**src/rtl/serial_shifter_if.sv**
```systemverilog
// Request/response bundle for the multi-cycle shift unit.
// The master drives requests and consumes results; the slave is the shifter.
interface serial_shifter_if #(
  parameter int unsigned WIDTH = 32,
  parameter int unsigned SHW   = 5
);
  logic             in_valid;
  logic             in_ready;
  logic [WIDTH-1:0] din;
  logic [SHW-1:0]   shamt;
  logic [1:0]       op;
  logic             flush;
  logic             out_valid;
  logic             out_ready;
  logic [WIDTH-1:0] dout;
  logic             busy;

  modport master (
    output in_valid, din, shamt, op, flush, out_ready,
    input  in_ready, out_valid, dout, busy
  );

  modport slave (
    input  in_valid, din, shamt, op, flush, out_ready,
    output in_ready, out_valid, dout, busy
  );
endinterface

```
**src/rtl/serial_shifter.sv**
```systemverilog
// Sequential shift unit: sll/srl/sra/rotr, one bit position per clock.
// Valid/ready on both sides; busy lets the hazard unit stall the pipeline.
module serial_shifter #(
  parameter int unsigned WIDTH = 32,
  parameter int unsigned SHW   = 5
) (
  input  logic              clk,
  input  logic              rst_n,
  serial_shifter_if.slave   bus
);

  localparam logic [1:0] OP_SLL  = 2'b00;
  localparam logic [1:0] OP_SRL  = 2'b01;
  localparam logic [1:0] OP_ROTR = 2'b10;
  localparam logic [1:0] OP_SRA  = 2'b11;

  typedef enum logic [1:0] {
    IDLE  = 2'd0,
    SHIFT = 2'd1,
    DONE  = 2'd2
  } state_t;

  state_t           state;
  logic [WIDTH-1:0] data;
  logic [SHW-1:0]   cnt;
  logic [1:0]       op_r;
  logic             in_ready_q;
  logic             out_valid_q;
  logic             busy_q;

  // One-position step of the selected operation.
  function automatic logic [WIDTH-1:0] step(input logic [WIDTH-1:0] d, input logic [1:0] o);
    logic [WIDTH-1:0] r;
    case (o)
      OP_SLL:  r = {d[WIDTH-2:0], 1'b0};
      OP_SRL:  r = {1'b0, d[WIDTH-1:1]};
      OP_SRA:  r = {d[WIDTH-1], d[WIDTH-1:1]};
      OP_ROTR: r = {d[0], d[WIDTH-1:1]};
      default: r = d;
    endcase
    return r;
  endfunction

  // Status flags are registered alongside the state so no input reaches an output.
  always_ff @(posedge clk or negedge rst_n) begin
    if (!rst_n) begin
      state       <= IDLE;
      data        <= '0;
      cnt         <= '0;
      op_r        <= '0;
      in_ready_q  <= 1'b1;
      out_valid_q <= 1'b0;
      busy_q      <= 1'b0;
    end else if (bus.flush) begin
      state       <= IDLE;
      cnt         <= '0;
      in_ready_q  <= 1'b1;
      out_valid_q <= 1'b0;
      busy_q      <= 1'b0;
    end else begin
      case (state)
        IDLE: begin
          if (bus.in_valid) begin
            data       <= bus.din;
            cnt        <= bus.shamt;
            op_r       <= bus.op;
            in_ready_q <= 1'b0;
            busy_q     <= 1'b1;
            if (bus.shamt != '0) begin
              state <= SHIFT;
            end else begin
              state       <= DONE;
              out_valid_q <= 1'b1;
            end
          end
        end
        SHIFT: begin
          data <= step(data, op_r);
          cnt  <= cnt - SHW'(1);
          if (cnt == SHW'(1)) begin
            state       <= DONE;
            out_valid_q <= 1'b1;
          end
        end
        DONE: begin
          if (bus.out_ready) begin
            state       <= IDLE;
            out_valid_q <= 1'b0;
            busy_q      <= 1'b0;
            in_ready_q  <= 1'b1;
          end
        end
        default: begin
          state       <= IDLE;
          in_ready_q  <= 1'b1;
          out_valid_q <= 1'b0;
          busy_q      <= 1'b0;
        end
      endcase
    end
  end

  assign bus.in_ready  = in_ready_q;
  assign bus.out_valid = out_valid_q;
  assign bus.busy      = busy_q;
  assign bus.dout      = data;

endmodule

```
**src/flat_wrapper.sv**
```systemverilog
// flat-port wrapper written by rule: the top's interface ports become plain ports
module serial_shifter_flat 
#(
  parameter int unsigned WIDTH = 32,
  parameter int unsigned SHW   = 5
)
  (clk, rst_n, bus_in_valid, bus_din, bus_shamt, bus_op, bus_flush, bus_out_ready, bus_in_ready, bus_out_valid, bus_dout, bus_busy);
  serial_shifter_if #(.WIDTH(WIDTH), .SHW(SHW)) bus_i ();
  input  logic clk;
  input  logic rst_n;
  input wire logic [$bits(bus_i.in_valid)-1:0] bus_in_valid;
  input wire logic [$bits(bus_i.din)-1:0] bus_din;
  input wire logic [$bits(bus_i.shamt)-1:0] bus_shamt;
  input wire logic [$bits(bus_i.op)-1:0] bus_op;
  input wire logic [$bits(bus_i.flush)-1:0] bus_flush;
  input wire logic [$bits(bus_i.out_ready)-1:0] bus_out_ready;
  output wire logic [$bits(bus_i.in_ready)-1:0] bus_in_ready;
  output wire logic [$bits(bus_i.out_valid)-1:0] bus_out_valid;
  output wire logic [$bits(bus_i.dout)-1:0] bus_dout;
  output wire logic [$bits(bus_i.busy)-1:0] bus_busy;
  assign bus_i.in_valid = bus_in_valid;
  assign bus_i.din = bus_din;
  assign bus_i.shamt = bus_shamt;
  assign bus_i.op = bus_op;
  assign bus_i.flush = bus_flush;
  assign bus_i.out_ready = bus_out_ready;
  assign bus_in_ready = bus_i.in_ready;
  assign bus_out_valid = bus_i.out_valid;
  assign bus_dout = bus_i.dout;
  assign bus_busy = bus_i.busy;
  serial_shifter #(.WIDTH(WIDTH), .SHW(SHW)) u_core (.clk(clk), .rst_n(rst_n), .bus(bus_i));
endmodule
```
**config.mk**
```make
export PLATFORM = sky130hd
export DESIGN_NAME = serial_shifter_flat
export DESIGN_NICKNAME = d
export VERILOG_FILES = /design/src/rtl/serial_shifter_if.sv /design/src/rtl/serial_shifter.sv /design/src/flat_wrapper.sv
export SDC_FILE = /design/constraint.sdc
export NUM_CORES = 1
export LEC_CHECK = 0
export BUFFER_PORTS_ARGS = -buffer_cell sky130_fd_sc_hd__clkbuf_2
export CORE_MARGIN = 8
export CORE_UTILIZATION = 45
export CTS_CLUSTER_SIZE = 8
export DETAILED_ROUTE_END_ITERATION = 16
export GPL_ROUTABILITY_DRIVEN = 0
export PLACE_DENSITY = 0.69
export SLEW_MARGIN = 15
export SYNTH_ARGS = -nofsm -noshare
export SYNTH_HDL_FRONTEND = slang
export SYNTH_SLANG_ARGS = --single-unit
```
**constraint.sdc**
```tcl
create_clock -name clk -period 1.7 [get_ports clk]
set_input_delay 0.34 -clock clk [delete_from_list [all_inputs] [get_ports clk]]
set_output_delay 0.34 -clock clk [all_outputs]
set_load 0.01 [all_outputs]
```
# Yosys cells after proc, flatten, opt, wreduce, memory -nomap -nowiden
# Index checks and enable logic that the tools add are counted.
[totals]
in_bits = 44
out_inout_bits = 35
regBits = 44
[op_classes]
n_eq_ne = 13
n_addsub = 1
n_reduce_logical = 12
bitwise = 1
muxes = 25
[ops]
columns = ["cell", "count"]
rows = [
  ["$pmux 32 s4", 1],
  ["$pmux 32 s2", 1],
  ["$mux 32", 1],
  ["$reduce_and 3->1", 4],
  ["$mux 1", 10],
  ["$mux 2", 5],
  ["$mux 5", 2],
  ["$pmux 5 s2", 1],
  ["$ne 3x3->1 const B", 3],
  ["$pmux 1 s3", 3],
  ["$reduce_and 4->1", 2],
  ["$eq 2x2->1 const B", 3],
  ["$ne 2x2->1 const B", 3],
  ["$pmux 2 s3", 1],
  ["$eq 5x1->1 const B", 1],
  ["$reduce_bool 5->1", 1],
  ["$sub 5x1->5 const B", 1],
  ["$eq 2x1->1 const B", 2],
  ["$logic_not 2->1", 2],
  ["$ne 3x2->1 const B", 1],
  ["$reduce_bool 3->1", 1],
  ["$reduce_and 2->1", 1],
  ["$reduce_bool 2->1", 1],
  ["$not 1->1", 1],
]

# Longest topological paths before layout
[depth]
ltp_word = 5
depth_mapped = 6
mapped_depth_nobuf = 5

# Worst setup path before layout
# OpenSTA, ideal clock, no wires.
[synth_path]
kind = "flip-flop to flip-flop"
startpoint = "register u_core.cnt[1]"
endpoint = "register u_core.out_valid_q, in the netlist u_core.bus.out_valid"
t_arrival_ns = 1.199
slack_ns = 0.407
period_less_slack_ns = 1.293
path_stages_with_launch = 6
path_buffers = 0
path_cell_list = "dfrtp_1 > inv_1 > ha_1 > nor4b_1 > a22oi_1 > a211oi_1"
[synth_via]
elab_chain_len = 3
[synth_rtl]
columns = ["element", "line_no", "source"]
rows = [
  ["start: declaration", "serial_shifter.sv:25", "logic [SHW-1:0] cnt;"],
  ["start signal: assignment", "serial_shifter.sv:65", "cnt <= bus.shamt;"],
  ["start signal: assignment", "serial_shifter.sv:79", "cnt <= cnt - SHW'(1);"],
  ["$eq 5x1->1", "serial_shifter.sv:80", "if (cnt == SHW'(1)) begin"],
  ["$ne 3x2->1 (no line)", "-", ""],
  ["$reduce_and 4->1 (no line)", "-", ""],
  ["end signal: assignment", "serial_shifter.sv:82", "out_valid_q <= 1'b1;"],
  ["end signal: assignment", "serial_shifter.sv:88", "out_valid_q <= 1'b0;"],
  ["end signal: assignment", "serial_shifter.sv:96", "out_valid_q <= 1'b0;"],
  ["end: declaration", "serial_shifter.sv:28", "logic out_valid_q;"],
]
# No other way between the ends.
# A chain may end at the register's enable or synchronous reset.

# Worst setup path in the final report
[layout_path]
startpoint = "register u_core.state[0]"
endpoint = "register u_core.data[28], in the netlist u_core.bus.dout[28]"
[layout_via]
elab_chain_len = 3
word_cells_on_any_way = 6
classes_between = "eq/ne (2); mux (1); reduce/logical (3)"
[layout_rtl]
columns = ["element", "line_no", "source"]
rows = [
  ["start: declaration", "serial_shifter.sv:23", "state_t state;"],
  ["start signal: assignment", "serial_shifter.sv:47", "state <= IDLE;"],
  ["start signal: assignment", "serial_shifter.sv:55", "state <= IDLE;"],
  ["start signal: assignment", "serial_shifter.sv:70", "state <= SHIFT;"],
  ["$eq 2x1->1 / $logic_not 2->1 (equally long branches)", "serial_shifter.sv:61", "case (state)"],
  ["$reduce_bool 2->1 (no line) / $ne 2x2->1 (equally long branches)", "-", ""],
  ["$reduce_and 3->1 (no line)", "-", ""],
  ["end signal: assignment", "serial_shifter.sv:64", "data <= bus.din;"],
  ["end signal: assignment", "serial_shifter.sv:78", "data <= step(data, op_r);"],
  ["end: declaration", "serial_shifter.sv:24", "logic [WIDTH-1:0] data;"],
]
# Several ways; a longest one is shown, not always the timed one.

==> run metrics <==
max-slew violation count 0; Hold Path Class in -> reg; Vert. Die Dim 94.53 µm; Hold WS 0.2716 ns; CP Launch Type flip-flop; Post-Syn Area 2775 µm²; R2R Path Start u_core.state[0]$_DFFE_PN0P_; number of synthesized register bits 44; first-pass GRT wire length 12740 µm; fmax 641.7 MHz; Crit. Startpoint u_core.state[0]$_DFFE_PN0P_; clk_lat worst skew 0.30 ns; vias in the first global route 2589; leakage 1.435 nW; Vias/cell 5.867; Starting Density 46.60%; Netlist cell types 45; Yosys Warn Count 0; Longest Clk Path Bufs 2; FFs w/ async S/R, synth 100.0%; Final Net Count 412; Avg WL per Cell 17.49 µm; Final Cycle Share 91.67%; Final Cell Area 3289 µm²; GRT Total Usage 17.39%; Num CTS Buffers 5; die area 8936 µm²; fin util 55.23%; syn_area_per_cell 9.220 µm²; # fillers 575; clk slew on worst S/H paths 0.09 ns; Cell Rows 28; data required time of the worst path 1.88 ns; register area 1102 µm²; Arr. time, crit path 1.74 ns; core area 5956 µm²; pin count of the biggest net entering global routing 34; share of cells above drive strength 1 30.79%; # diodes 0; I/O Pins 79; setup TNS 0 ns; Initial DRC Count 141; die width 94.53 µm; EDFF count, synth 0; Worst-Margin Slew 0.6224 ns; Final Setup Violations 0; Post-Route WL 7731 µm; part of the Yosys area used for sequential elements 39.72%; Crit Path Class reg -> reg; Max Fanout on Critical Path 22; # clock sinks 44; Area Growth Syn to Fin 18.53%; Synth top cells by count 43 x dfrtp_1, 34 x nor2_1, 31 x a211oi_1, 31 x o21a_1, 30 x o31ai_1; VDD IR-drop max 484.1 µV; Root Buffer clkbuf_8; total grt overflow 0; MaxCap Viol Count 0; ys flop type dfrtp_1; Port Buffer Count 78; hold wc startpoint bus_op[1]; Final Hold Fails 0; Pre-Repair DR Iteration Count 4; antenna-violating nets left 0; Synth area leader dfrtp_1; Power Dens Cells 1122 nW/µm²; DRC viols 0; top-area cell type share of the netlist area 38.77%; Crit. End Element flip-flop; Post-Syn Instances 301; Post-DP HPWL 5452 µm; htree depth 2; status complete, no violations; final setup skew 0.006652 ns; detailed-route via count 2593; CTS tree done; RSZ-0062 raised after global routing false; top cells by area, synth dfrtp_1 39%, a211oi_1 8.4%, o21a_1 8.4%, o31ai_1 8.1%, o21ai_0 5.2%; top-count cell post-synth dfrtp_1; setup slack, reg-to-reg 0.14 ns; Slew headroom 58.41%; area of the multi-input gates 1424 µm²; Power Total 3.692 mW; antenna violations before repair 0; fin crit period 1.558 ns; Syn Nets 347; Placed Instance Area 3142 µm²
==> area by class of cell <==
cell class / instances / area share (%)
clock inverters: 1 / 0.9129
flip-flops and latches: 44 / 33.51
repair buffers: 90 / 15.82
multi-input cells: 219 / 43.29
clock buffers: 7 / 2.929
well taps: 75 / 2.853
inverters: 6 / 0.6847
==> placed cells by master (no fill, tap or decap), drive strengths merged, types with 3 or more instances in the layout <==
cell type and count:
a211oi 31, a21oi 6, a31oi 3, buf 11, clkbuf 85, dfrtp 43
inv 6, mux2i 3, nand2 7, nor2 36, nor3 5, nor3b 3
o21a 31, o21ai 33, o31ai 30
==> report_power, final <==
part	leakage [nW]	switching, mW	internal, mW	total [mW]
clock network	0.0645	0.378	0.519	0.897
logic	0.827	0.723	0.573	1.30
registers	0.543	0.242	1.26	1.50
==> registers in the layout (all words and copies together) (netlist names) <==
signal	count
u_core.bus.in_ready	1
u_core.op_r	2
u_core.cnt	5
u_core.bus.out_valid	1
u_core.bus.dout	32
u_core.state	2
u_core.bus.busy	1
==> cells by family after synthesis <==
logic type | after synthesis | synth area share, %
AO/OA/AOI/OAI | 146 | 36.07
adder cells (fa/ha/maj) | 2 | 0.9016
buffers and inverters | 38 | 9.468
flip-flops | 44 | 39.72
multiplexers | 5 | 1.894
AND/OR/NAND/NOR | 66 | 11.95
==> through the flow <==
stage	setup WS [ns]	std cells
floorplan	0.4066	301
global placement	-0.06608	433
detailed placement	-0.05956	433
CTS	0.1449	442
global route	0.05289	442
finish	0.1417	442
==> per-layer routing <==
metal	vias to the layer above	share of wire [%]	GRT usage [%]
met1	1255	45	23.03
met2	76	46	27.23
met3	5	8.0	4.683
met5	-	0	0
met4	0	0.94	4.811
li1	1257	-	-
==> worst max-delay path, cell delays in order, from the launching register on <==
cell	delay [ns]
dfrtp_1	0.43
buf_4	0.21
or2_2	0.34
nand2_2	0.07
buf_4	0.25
o31ai_1	0.13
==> final timing paths <==
path / to / depth (start not counted)
min: u_core.op_r[1]$_DFFE_PN0P_ / 2
min in group asynchronous: u_core.bus.dout[24]$_DFFE_PN0P_ / 2
max: u_core.bus.dout[28]$_DFFE_PN0P_ / 5
max reg2reg: u_core.bus.dout[28]$_DFFE_PN0P_ / 5
min reg2reg: u_core.cnt[4]$_DFFE_PN0P_ / 1
max in group asynchronous: u_core.bus.dout[13]$_DFFE_PN0P_ / 3
==> timing repair <==
item                       4_1_cts  5_1_grt
hold endpoints to repair        13        0
setup endpoints to repair        2        0
hold buffers                     1        0
gates resized for setup          2        0
buffers inserted                 0        0
Power figures use the tool's default switching activity.
